<file path="config.mk">
export PLATFORM = sky130hd
export DESIGN_NAME = ps_irq_ctrl
export DESIGN_NICKNAME = d
export VERILOG_FILES = /design/src/rtl/ps_irq_pkg.sv /design/src/rtl/ps_irq_sync.sv /design/src/rtl/ps_irq_ctrl.sv
export SDC_FILE = /design/constraint.sdc
export NUM_CORES = 1
export LEC_CHECK = 0
export CORE_MARGIN = 5
export CORE_UTILIZATION = 46
export DETAILED_ROUTE_END_ITERATION = 16
export PLACE_DENSITY = 0.88
export SYNTH_ARGS = -nofsm -noshare
export SYNTH_HDL_FRONTEND = slang
export SYNTH_SLANG_ARGS = --single-unit
</file>
<file path="constraint.sdc">
create_clock -name clk -period 2.5 [get_ports clk]
set_clock_uncertainty 0.2 [all_clocks]
set_input_delay 0.625 -clock clk [delete_from_list [all_inputs] [get_ports clk]]
set_output_delay 0.625 -clock clk [all_outputs]
set_load 0.005 [all_outputs]
</file>
<file path="src/rtl/ps_irq_pkg.sv">
// ps_irq_pkg: shared ureg addresses, FSM encoding and bit-scan helpers for the
// program-sequencer interrupt controller.
package ps_irq_pkg;
    localparam int VEC_W = 16;
    localparam logic [1:0] IC_IMASK  = 2'd0;
    localparam logic [1:0] IC_IRPTL  = 2'd1;
    localparam logic [1:0] IC_IMASKP = 2'd2;
    localparam logic [1:0] IC_GIE    = 2'd3;

    typedef enum logic [1:0] {IDLE = 2'd0, REQ = 2'd1, SERVICE = 2'd2} state_e;

    // Index of the lowest set bit; 16 when no bit is set.
    function automatic logic [4:0] lsb_idx(input logic [15:0] v);
        logic [4:0] r;
        r = 5'd16;
        for (int i = 15; i >= 0; i--) if (v[i]) r = 5'(i);
        return r;
    endfunction

    function automatic logic [4:0] pop_cnt(input logic [15:0] v);
        logic [4:0] r;
        r = 5'd0;
        for (int i = 0; i < 16; i++) r = r + 5'(v[i]);
        return r;
    endfunction
endpackage

</file>
<file path="src/rtl/ps_irq_sync.sv">
// ps_irq_sync: two-flop synchroniser for one async IRQ line plus a one-cycle
// rising-edge pulse taken from the synchronised level.
module ps_irq_sync (
    input  logic clk,
    input  logic rst,
    input  logic irq_in,
    output logic rise
);
    logic s1_q, s2_q, s3_q, s1_d, s2_d, s3_d;

    always_comb begin
        s1_d = irq_in;
        s2_d = s1_q;
        s3_d = s2_q;
    end

    always_ff @(posedge clk or negedge rst) begin
        if (!rst) begin
            s1_q <= 1'b0;
            s2_q <= 1'b0;
            s3_q <= 1'b0;
        end else begin
            s1_q <= s1_d;
            s2_q <= s2_d;
            s3_q <= s3_d;
        end
    end

    assign rise = s2_q & ~s3_q;
endmodule

</file>
<file path="src/rtl/ps_irq_ctrl.sv">
// ps_irq_ctrl: IRQ latch/mask, priority pick and req/ack vector handshake for the
// sequencer. Define PS_IRQ_NEST_EN to allow nested service up to NEST_MAX levels.
module ps_irq_ctrl
    import ps_irq_pkg::*;
#(
    parameter int          NIRQ       = 4,
    parameter logic [15:0] VEC_BASE   = 16'h0010,
    parameter int          VEC_STRIDE = 4,
    parameter int          NEST_MAX   = 2
) (
    input  logic            clk,
    input  logic            rst,
    input  logic [NIRQ-1:0] irq_in,
    input  logic            ps_ic_wrt_en,
    input  logic [1:0]      ps_ic_wrt_add,
    input  logic [15:0]     ps_ic_wdt,
    input  logic [1:0]      ps_ic_rd_add,
    output logic [15:0]     ic_ps_rdt,
    output logic            ic_ps_req,
    output logic [15:0]     ic_ps_vec,
    input  logic            ps_ic_ack,
    input  logic            ps_ic_rti
);
    localparam int IW = $clog2(NIRQ);

    logic [NIRQ-1:0]  rise, elig, ack_oh, rti_cand, rti_oh, wdt_n;
    logic [NIRQ-1:0]  imask_q, imask_d, irptl_q, irptl_d, imaskp_q, imaskp_d;
    logic             gie_q, gie_d, win_vld, allow, start, ack_fire;
    logic [4:0]       win_pos;
    logic [IW-1:0]    sel_q, sel_d;
    logic [VEC_W-1:0] vec_q, vec_d;
    state_e           state_q, state_d;
    logic             unused_ok;

    for (genvar g = 0; g < NIRQ; g++) begin : g_sync
        ps_irq_sync u_sync (.clk(clk), .rst(rst), .irq_in(irq_in[g]), .rise(rise[g]));
    end

`ifdef PS_IRQ_NEST_EN
    logic [4:0] mp_low, mp_cnt;
    always_comb begin
        mp_low = lsb_idx(VEC_W'(imaskp_q));
        mp_cnt = pop_cnt(VEC_W'(imaskp_q));
        allow  = (int'(mp_cnt) < NEST_MAX) && (win_pos < mp_low);
    end
`else
    assign allow = ~|imaskp_q;
`endif

    always_comb begin
        wdt_n    = ps_ic_wdt[NIRQ-1:0];
        elig     = irptl_q & imask_q & {NIRQ{gie_q}};
        win_pos  = lsb_idx(VEC_W'(elig));
        win_vld  = |elig;
        start    = win_vld && allow && (state_q != REQ);
        ack_fire = ps_ic_ack && (state_q == REQ);
        ack_oh   = ack_fire ? NIRQ'(1) << sel_q : '0;
        // RTI retires the highest-priority in-service bit other than one being acked now
        rti_cand = imaskp_q & ~ack_oh;
        rti_oh   = ps_ic_rti ? rti_cand & (~rti_cand + NIRQ'(1)) : '0;
        imask_d  = (ps_ic_wrt_en && ps_ic_wrt_add == IC_IMASK) ? wdt_n : imask_q;
        gie_d    = (ps_ic_wrt_en && ps_ic_wrt_add == IC_GIE) ? ps_ic_wdt[0] : gie_q;
        irptl_d  = (((ps_ic_wrt_en && ps_ic_wrt_add == IC_IRPTL) ? wdt_n : irptl_q) & ~ack_oh) | rise;
        imaskp_d = (((ps_ic_wrt_en && ps_ic_wrt_add == IC_IMASKP) ? wdt_n : imaskp_q) | ack_oh) & ~rti_oh;
        sel_d    = start ? win_pos[IW-1:0] : sel_q;
        vec_d    = start ? VEC_BASE + VEC_W'(win_pos) * VEC_W'(VEC_STRIDE) : vec_q;
        state_d  = (state_q == REQ) ? (ack_fire ? SERVICE : REQ) :
                   start ? REQ : (|imaskp_d ? SERVICE : IDLE);
    end

    always_ff @(posedge clk or negedge rst) begin
        if (!rst) begin
            imask_q  <= '0;
            irptl_q  <= '0;
            imaskp_q <= '0;
            gie_q    <= 1'b0;
            sel_q    <= '0;
            vec_q    <= '0;
            state_q  <= IDLE;
        end else begin
            imask_q  <= imask_d;
            irptl_q  <= irptl_d;
            imaskp_q <= imaskp_d;
            gie_q    <= gie_d;
            sel_q    <= sel_d;
            vec_q    <= vec_d;
            state_q  <= state_d;
        end
    end

    assign ic_ps_req = (state_q == REQ);
    assign ic_ps_vec = vec_q;
    assign ic_ps_rdt = (ps_ic_rd_add == IC_IMASK)  ? VEC_W'(imask_q)  :
                       (ps_ic_rd_add == IC_IRPTL)  ? VEC_W'(irptl_q)  :
                       (ps_ic_rd_add == IC_IMASKP) ? VEC_W'(imaskp_q) : VEC_W'(gie_q);
    assign unused_ok = ^{ps_ic_wdt, NEST_MAX[0]};
endmodule

</file>
* Word-level counts from Yosys, hierarchy flattened
Cells that the tools add are included.
Storage, ports and cells: register bits 45, bits of input ports 29
Cells by class: shifts and indexed selects 1, bitwise operators 19, add/subtract/negate cells 2, multiplexer cells 15, equality and inequality tests 7, reduce and logical (&&, ||, !) cells 13
Operator list (count):
- $mux W4 | 7
- $and A4 B4 Y4 | 6
- $mux W5 | 4
- $not A4 Y4 | 3
- $reduce_or A4 Y1 | 3
- $add A5 B7 Y8 const A | 1
- $mux W2 | 4
- $or A4 B4 Y4 | 2
- $logic_and A1 B1 Y1 | 7
- $eq A2 B1 Y1 const B | 3
- $eq A2 B2 Y1 const B | 3
- $add A4 B1 Y4 const B | 1
- $and A1 B1 Y1 | 4
- $logic_not A2 Y1 | 2
- $not A1 Y1 | 4
- $shl A1 B2 Y4 const A | 1
- $ne A2 B1 Y1 const B | 1
- $logic_not A1 Y1 | 1

* Depth between registers and ports, before layout
Gate-level depths: netlist of the first run.
depth after elaboration 15, mapped depth 6, gate-level depth less buffers 6

* Hierarchy
A second synthesis of the first run with hierarchy kept.
Unflattened totals: cells, all modules 142, area total of the unflattened synthesis 1600.3 µm²
Modules (own cells, without submodules):
- ps_irq_ctrl | sequential area each 475.5 µm², cells an instance 126, instances 1, area an instance 1244.9 µm²
- ps_irq_sync | sequential area each 75.1 µm², cells an instance 4, instances 4, area an instance 88.8 µm²

* Least setup slack after synthesis of the first run
OpenSTA, ideal clock, no wires.
path kind input to output, from input ps_ic_rd_add[1], to output ic_ps_rdt[0], stages on the path 2, buffers on the path 1, required time 1.675 ns, data arrival time 1.176 ns, path slack 0.499 ns, path through clkbuf_1 -> mux4_2
Between the ends: word-level cells in the longest chain between the ends 4, elaborated cells between the ends (all ways) 6
RTL lines:
- start, declared | line ps_irq_ctrl.sv:17 | input logic [1:0] ps_ic_rd_add,
- $eq A2 B2 Y1 | line ps_irq_ctrl.sv:95 | (ps_ic_rd_add == IC_IMASKP) ? VEC_W'(imaskp_q) : VEC_W'(gie_q);
- $mux W4 | line ps_irq_ctrl.sv:95
- $mux W4 | line ps_irq_ctrl.sv:94 | (ps_ic_rd_add == IC_IRPTL) ? VEC_W'(irptl_q) :
- $mux W4 * | line ps_irq_ctrl.sv:93 | assign ic_ps_rdt = (ps_ic_rd_add == IC_IMASK) ? VEC_W'(imask_q) :
- end, declared | line ps_irq_ctrl.sv:18 | output logic [15:0] ic_ps_rdt,
Mark *: on every way between the ends. The rest lies on a longest branch, timed or not.

* Final worst setup path of the first run
from input ps_ic_rd_add[0], to output ic_ps_rdt[0]
Same word-level chain as after synthesis.

==> impl_metrics.toml, run 1 <==
[die]
die_w_um = 67.5
start_util_pct = 49.1
fp.coreArea_um2 = 3100
ios = 62
die_h_um = 67.5
rows = 20
die_area_um2 = 4560

[setup_path]
end_kind = "output pin"
crit_path_max_incr_delay_ps = 480
cp-startpoint = "ps_ic_rd_add[0]"
worstPathCellList = "clkdlybuf4s15_2 -> mux4_2 -> dlygate4sd2_1"
path_buf_inv = 2
critPathTopFamily = "buffers and inverters"
r2r-start = "ic_ps_vec[3]"
crit_slowest_cell = "mux4_2"
crit_type = "input pin to output pin"
r2r.worst_path.cells = 5
cp.depth = 3
cp.required_ps = 1670
crit_fanout = 3
crit_arrival_ps = 1590
r2r_end = "state_q[1]"
r2r_slack_ps = 670
cp-start-kind = "input pin"
crit_end = "ic_ps_rdt[0]"

[clock_network]
clock_sinks = 31
clock_tree.buffer_depth = 2
ctsResizeCount = 13
clkLatencyLatePin_ps = 320
clockRootBuffer = "clkbuf_4"
cts_hold_buf = 0
cts_buffers = 5
cts.clk_slew.worst_paths_ps = 80
post_cts_buffers = 0
cts_tree = "done"
htreeDepth = 2

[pwr]
p_total_uw = 1330
p_leak_uw = 0.000887
peakVddDrop_uv = 512
power_density_nw_per_um2 = 732

[yosys]
ys_seq_area_share_pct = 50.9
synth_most_common_cell = "dfrtp_1"
synth_cell_types = 29
synth_seq_cells = 31
ys_async_sr_fraction_pct = 100
ys_warn_count = 0
synth.avg_cell_area_um2 = 10.6
yosysTopAreaCell = "dfrtp_1"
ys.flop_type = "dfrtp_1"
syn_inst = 143
syn_area_um2 = 1520
ys_top_cells_by_area = "dfrtp_1 (51%), buf_4 (12%), mux2_2 (5.2%)"
synth_top_cell_area_share_pct = 50.9
synth-edff-count = 0
synthTopCellsByCount = "dfrtp_1 (31), buf_4 (24), nand2_1 (19)"

[placed_design]
placed_cells = 214
post-dp-hpwl_um = 2320
dp_slack_ps = -447
numPortBuffers = 25
gp_congestion = 0.849

[hold_path]
holdCritPathClass = "register to register"

[timing]
hold_viol_final = 0
setup_ws_ps = 81.2
fmax_mhz = 413
setup_tns_ps = 0
fin_crit_sh_pct = 96.8
period_minus_slack_ps = 2420
finalSetupViolations = 0
drv_slew = 0
rsz0062_at_grt = "no"

[grt]
grt_overflow = 0
grt_max_degree = 32
antenna_found_initial = 0
grt_use_total_pct = 14.2
grt_pass1_wl_um = 4820
grt_pass1_vias = 1064

[cells_and_area]
layout.cells.non_filler = 221
n_antenna_cell = 0
drive_gt1_share_pct = 15.3
fillers = 289
fin_util_pct = 58.8
area_growth_pct = 19.7
nets = 206

[detailed_routing]
routed-via-count = 1094
vias_per_cell = 4.95
wl_um = 2990
drtPass1Iterations = 4
detail_route.wl_per_cell_um = 13.5
ant_nets = 0
drc = 0
drt_iter0_drc = 59

[flow_run]
cap_viol_max_count = 0

[status]
status = "finished clean"
-- cell families after synthesis --
family                 share of synthesized area (%)
buffers and inverters                           14.3
muxes                                           11.3
DFF                                             50.9
other                                          0.246
AOI/OAI and AO/OA                               9.78
and+or+nand+nor                                 13.5
-- layout by cell type (no fill, tap or decap) --
cell / instances
and4_1: 1
nand2_1: 19
o31ai_2: 1
clkdlybuf4s15_2: 1
and2_1: 2
o21ai_1: 1
o22ai_1: 3
clkbuf_8: 1
clkbuf_4: 5
conb_1: 24
o21ai_2: 2
nor2b_4: 1
nand4_1: 2
a21oi_1: 4
buf_2: 1
nand3b_1: 2
clkdlybuf4s50_1: 19
inv_1: 8
nor2_1: 3
nand2b_1: 2
dlymetal6s2s_1: 2
dlygate4sd2_1: 2
nand3_1: 3
mux2i_1: 7
o2111ai_1: 1
mux2_2: 7
dfrtp_1: 31
buf_4: 4
clkinv_2: 1
inv_2: 1
nor3_1: 1
nor3b_1: 1
o211a_1: 1
nand4bb_4: 1
o21ai_0: 10
a31oi_1: 1
mux4_2: 1
-- layout make-up --
cell class	count	area, um^2	area share, %
clock buffers	6	51.3	2.81
clock inverters	1	5.00	0.275
inverters	9	33.8	1.85
multi-input cells	101	623	34.2
flip-flops and latches	31	776	42.6
well taps	44	55.1	3.02
repair buffers	29	279	15.3
-- report_power, final --
group / total, uW / internal [uW] / switching, uW
registers: 674 / 589 / 85.5
clock network: 286 / 130 / 156
logic: 374 / 195 / 178
-- state kept, by name, indices dropped and copies added, names as in the netlist --
name / cells
g_sync.u_sync.s1_q: 4
ic_ps_vec: 3
gie_q: 1
g_sync.u_sync.s2_q: 4
imaskp_q: 4
irptl_q: 4
sel_q: 1
state_q: 2
imask_q: 4
g_sync.u_sync.s3_q: 4
-- per-layer routing --
layer / global-route usage [%] / vias to the layer above / part of all wire, %
met2: 25.0 / 51 / 54
met5: 0 / - / 0
met4: 4.56 / 0 / 0.77
met3: 4.33 / 5 / 8.1
met1: 16.4 / 531 / 37
li1: - / 507 / -
-- per-stage QoR --
stage                     instance area [um^2]  hold slack [ps]
after floorplan                           1610              129
after global placement                    1760              131
after detailed placement                  1760              138
after CTS                                 1820              158
after global routing                      1820              168
final                                     1820              155
-- worst min-delay path by stage --
stage / start / to / slack [ps] / cells past startpoint
after detailed placement: g_sync[2].u_sync.s1_q / g_sync[2].u_sync.s2_q / 140 / 0
final: g_sync[2].u_sync.s1_q / g_sync[2].u_sync.s2_q / 160 / 0
after floorplan: rst / g_sync[0].u_sync.s1_q / 130 / 0
after global placement: g_sync[0].u_sync.s1_q / g_sync[0].u_sync.s2_q / 130 / 0
after CTS: g_sync[2].u_sync.s1_q / g_sync[2].u_sync.s2_q / 160 / 0
after global routing: g_sync[2].u_sync.s1_q / g_sync[2].u_sync.s2_q / 170 / 0
-- worst reg2reg max path: stages, from the launching register on --
cell       delay (ps)
dfrtp_1           430
nand4bb_4         260
o21ai_2           120
o2111ai_1         200
o31ai_2           350
a31oi_1           140
Note: power is estimated with default switching activity, not from simulation.
==> inputs of run 2 (changes only) <==
--- a/config.mk
+++ b/config.mk
@@ -5,7 +5,7 @@
 export SDC_FILE = /design/constraint.sdc
 export NUM_CORES = 1
 export LEC_CHECK = 0
-export CORE_MARGIN = 5
+export CORE_MARGIN = 2
 export CORE_UTILIZATION = 46
 export DETAILED_ROUTE_END_ITERATION = 16
 export PLACE_DENSITY = 0.88
==> run 2 against run 1 <==
  * Sequential power up 0.7%
  * Combinational power decreased by 2%
  * Maximum frequency up 1.8%
  * Setup slack improved by 43 ps
  * Critical endpoint is now ic_ps_rdt[1]
  * Largest cell class unchanged
==> impl_metrics.toml, run 2 (synthesis results as in run 1) <==
[placed_design]
dp_slack_ps = -478
placed_area_um2 = 1760
gp_congestion = 0.869
numPortBuffers = 25
post-dp-hpwl_um = 2250

[clock_network]
cts_tree = "done"
cts_hold_buf = 0
clock_tree.buffer_depth = 2
clkLatencyLatePin_ps = 320
cts_buffers = 5
htreeDepth = 2
clockRootBuffer = "clkbuf_4"
post_cts_buffers = 0
clock_sinks = 31
cts.clk_slew.worst_paths_ps = 90

[die]
rows = 20
ios = 62
die_w_um = 61.5
die_area_um2 = 3790
start_util_pct = 49.1
fp.coreArea_um2 = 3100
die_h_um = 61.5

[detailed_routing]
wl_um = 2920
routed-via-count = 1088
ant_nets = 0
vias_per_cell = 4.90
detail_route.wl_per_cell_um = 13.2
drt_iter0_drc = 71
drtPass1Iterations = 4
drc = 0

[timing]
period_minus_slack_ps = 2380
fmax_mhz = 421
setup_ws_ps = 124
drv_slew = 0
rsz0062_at_grt = "no"
hold_viol_final = 0
fin_crit_sh_pct = 95.0
finalSetupViolations = 0
whs_ps = 155

[flow_run]
cap_viol_max_count = 0

[cells_and_area]
design_area_um2 = 1860
fin_util_pct = 60.0
final_common_cell = "dfrtp_1"
layout_common_cells = "dfrtp_1 (31), conb_1 (24), nand2_1 (19), clkdlybuf4s50_1 (19), o21ai_0 (11)"
nets = 206
n_antenna_cell = 0
drive_gt1_share_pct = 15.2
area_growth_pct = 22.2

[pwr]
clkPwrFrac_pct = 31.3
combPwrFrac_pct = 24.1
power_density_nw_per_um2 = 819
p_leak_uw = 0.000887
p_sw_share_pct = 28.3
seqPwrFrac_pct = 44.6
p_int_uw = 1090
peakVddDrop_uv = 416
netSwitchingPower_uw = 430

[grt]
grt_use_total_pct = 17.6
grt_pass1_vias = 1050
antenna_found_initial = 0
grt_pass1_wl_um = 4670
grt_max_degree = 32
grt_overflow = 0

[setup_path]
end_kind = "output pin"
crit_type = "input pin to output pin"
cp.required_ps = 1670
crit_arrival_ps = 1550
cp-start-kind = "input pin"
crit_fanout = 5

[status]
status = "finished clean"

[hold_path]
holdCritPathClass = "register to register"
[run 2: worst paths after layout]
kind,start,endpoint,slack [ps],cells after the start
max in group asynchronous,rst,sel_q[0],1330,2
min in group asynchronous,rst,ic_ps_vec[4],490,2
max reg2reg,ic_ps_vec[3],state_q[1],710,5
max,ps_ic_rd_add[1],ic_ps_rdt[1],120,4
min reg2reg,g_sync[1].u_sync.s1_q,g_sync[1].u_sync.s2_q,150,0
min,g_sync[1].u_sync.s1_q,g_sync[1].u_sync.s2_q,150,0
[run 2: worst max-delay path, cell delays in order]
cell	delay (ps)
clkdlybuf4s15_2	260
mux2i_1	140
o21ai_0	230
dlygate4sd2_1	290
[run 2: layer usage]
layer / part of all wire [%] / wire length [um] / GRT usage, %
met5: 0 / 0 / 0
met4: 1.5 / 44 / 7.60
met3: 5.6 / 165 / 7.14
met2: 53 / 1550 / 30.1
met1: 40 / 1170 / 19.4
[run 2: final cells by class]
cell class	count	area [um^2]
timing repair buffer	29	272
inverter	9	33.8
multi-input combinational	101	623
clock inverter	2	60.1
fill	289	1240
tap	44	55.1
clock buffer	6	41.3
sequential	31	776
[run 2: per-stage QoR]
stage | TNS [ps] | total power [uW] | instances
after floorplan | 0 | 907 | 166
after global placement | -1620 | 1040 | 214
after detailed placement | -1760 | 1060 | 214
after CTS | 0 | 1530 | 222
after global routing | 0 | 1610 | 222
final | 0 | 1520 | 222
[run 2: timing repair]
action | in CTS | in global routing
pin swaps | 0 | 0
endpoints found under the setup margin | 4 | 1
resized for setup | 11 | 1
[run 2: power groups by stage]
stage,Clock (uW),Sequential (uW),Combinational (uW)
floorplan,0,663,244
global placement,0,680,361
detailed placement,0,686,375
CTS,490,676,367
global route,516,689,407
finish,477,679,367
==> inputs of run 3 (changes only) <==
--- a/config.mk
+++ b/config.mk
@@ -5,10 +5,12 @@
 export SDC_FILE = /design/constraint.sdc
 export NUM_CORES = 1
 export LEC_CHECK = 0
+export ABC_CLOCK_PERIOD_IN_PS = 2500
+export CAP_MARGIN = 20
 export CORE_MARGIN = 2
-export CORE_UTILIZATION = 46
+export CORE_UTILIZATION = 35
 export DETAILED_ROUTE_END_ITERATION = 16
-export PLACE_DENSITY = 0.88
+export PLACE_DENSITY = 0.7
 export SYNTH_ARGS = -nofsm -noshare
 export SYNTH_HDL_FRONTEND = slang
 export SYNTH_SLANG_ARGS = --single-unit
==> run 3 against run 2 <==
  * Cell count grew 2.7%
  * Global-route usage shrank 5.0 points
  * Critical path depth is 1 lower
  * Sequential share of layout area grew 0.084 points
  * Total power fell by 6.4%
  * Critical path type unchanged
  * Largest power group unchanged
==> impl_metrics.toml, run 3 (synthesis results as in run 1) <==
[timing]
hold_viol_final = 0
fmax_mhz = 418
finalSetupViolations = 0
setup_ws_ps = 109
fin_crit_sh_pct = 95.6
period_minus_slack_ps = 2390
drv_slew = 0
rsz0062_at_grt = "no"

[setup_path]
crit_arrival_ps = 1570
end_kind = "output pin"
cp-startpoint = "ps_ic_rd_add[0]"
r2r-start = "ic_ps_vec[3]"
r2r_slack_ps = 690
cp.required_ps = 1670
crit_end = "ic_ps_rdt[0]"
r2r.worst_path.cells = 5
r2r_end = "state_q[1]"
cp-start-kind = "input pin"
crit_type = "input pin to output pin"
crit_fanout = 5

[cells_and_area]
final_common_cell = "dfrtp_1"
n_antenna_cell = 0
design_area_um2 = 1860
drive_gt1_share_pct = 15.7
layout_common_cells = "dfrtp_1 (31), conb_1 (24), nand2_1 (19), clkdlybuf4s50_1 (19), o21ai_0 (11)"
nets = 207
fillers = 423
area_growth_pct = 21.9
layout.cells.non_filler = 228

[grt]
grt_use_total_pct = 12.7
grt_max_degree = 32
antenna_found_initial = 0
grt_pass1_vias = 997
grt_pass1_wl_um = 4720
grt_overflow = 0

[clock_network]
cts.clk_slew.worst_paths_ps = 60
cts_buffers = 5
clockRootBuffer = "clkbuf_8"
clock_sinks = 31
cts_hold_buf = 0
cts_tree = "done"
htreeDepth = 2
clkLatencyLatePin_ps = 280
clock_tree.buffer_depth = 2

[detailed_routing]
vias_per_cell = 4.66
drt_iter0_drc = 76
drc = 0
detail_route.wl_per_cell_um = 12.9
ant_nets = 0
routed-via-count = 1062
drtPass1Iterations = 5
wl_um = 2950

[pwr]
p_leak_uw = 0.000882
p_int_uw = 997
power_density_nw_per_um2 = 768
netSwitchingPower_uw = 428
p_sw_share_pct = 30.1
peakVddDrop_uv = 340
combPwrFrac_pct = 25.3
seqPwrFrac_pct = 47.8
clkPwrFrac_pct = 26.9

[die]
ios = 62
die_w_um = 70.0
die_h_um = 70.0
rows = 23
fp.coreArea_um2 = 4090
die_area_um2 = 4890
start_util_pct = 37.3

[placed_design]
placed_area_um2 = 1780
gp_congestion = 0.854
placed_cells = 221
numPortBuffers = 25
post-dp-hpwl_um = 2290
dp_slack_ps = -530

[flow_run]
cap_viol_max_count = 0

[status]
status = "finished clean"

[hold_path]
holdCritPathClass = "register to register"
-- run 3: changes by cell type in the layout (fill, tap and decap cells not counted), sizes merged --
cell / before / now
buf: 4 / 6
bufinv: 2 / 0
clkbuf: 7 / 6
clkinv: 0 / 1
-- run 3: worst min path at each step --
stage,end,slack (ps),startpoint,cells past startpoint
global route,g_sync[3].u_sync.s2_q,150,g_sync[3].u_sync.s1_q,0
detailed placement,g_sync[1].u_sync.s2_q,140,g_sync[1].u_sync.s1_q,0
floorplan,g_sync[0].u_sync.s1_q,130,rst,0
CTS,g_sync[1].u_sync.s2_q,150,g_sync[1].u_sync.s1_q,0
finish,g_sync[1].u_sync.s2_q,150,g_sync[1].u_sync.s1_q,0
global placement,g_sync[1].u_sync.s2_q,130,g_sync[1].u_sync.s1_q,0
-- run 3: critical path, stage by stage --
cell,delay [ps]
buf_2,140
mux4_2,510
dlygate4sd2_1,280
-- run 3: layer usage --
| layer | global-route usage [%] | part of all wire (%) | vias up |
|---|---|---|---|
| met5 | 0 | 0 | - |
| met4 | 6.41 | 0.61 | 0 |
| met3 | 4.62 | 6.1 | 2 |
| met2 | 18.8 | 46 | 31 |
| met1 | 16.1 | 47 | 522 |
| li1 | - | - | 507 |
-- run 3: per-stage QoR --
step / hold slack (ps) / total power (uW) / util (%) / TNS (ps)
floorplan: 129 / 907 / - / 0
global placement: 132 / 1050 / 43.4 / -1970
detailed placement: 136 / 1060 / 43.4 / -2020
CTS: 150 / 1440 / 45.6 / 0
global route: 153 / 1520 / 45.4 / 0
finish: 146 / 1430 / 45.4 / 0
-- run 3: cell type report --
class	instances	area (um^2)	area share (%)
tap	50	62.6	3.37
multi-input combinational	101	618	33.3
clock buffer	6	82.6	4.45
clock inverter	1	5.00	0.270
timing repair buffer	30	279	15.0
inverter	9	33.8	1.82
sequential	31	776	41.8
-- run 3: timing repair --
item	4_1_cts	5_1_grt
gates resized for setup	11	1
setup buffers	0	0
endpoints found under the setup margin	4	1
-- run 3: power groups by stage --
stage | clock (uW) | combinational (uW) | sequential [uW]
finish | 384 | 361 | 681
global route | 417 | 409 | 692
CTS | 398 | 364 | 679
detailed placement | 0 | 372 | 688
global placement | 0 | 367 | 684
floorplan | 0 | 244 | 663
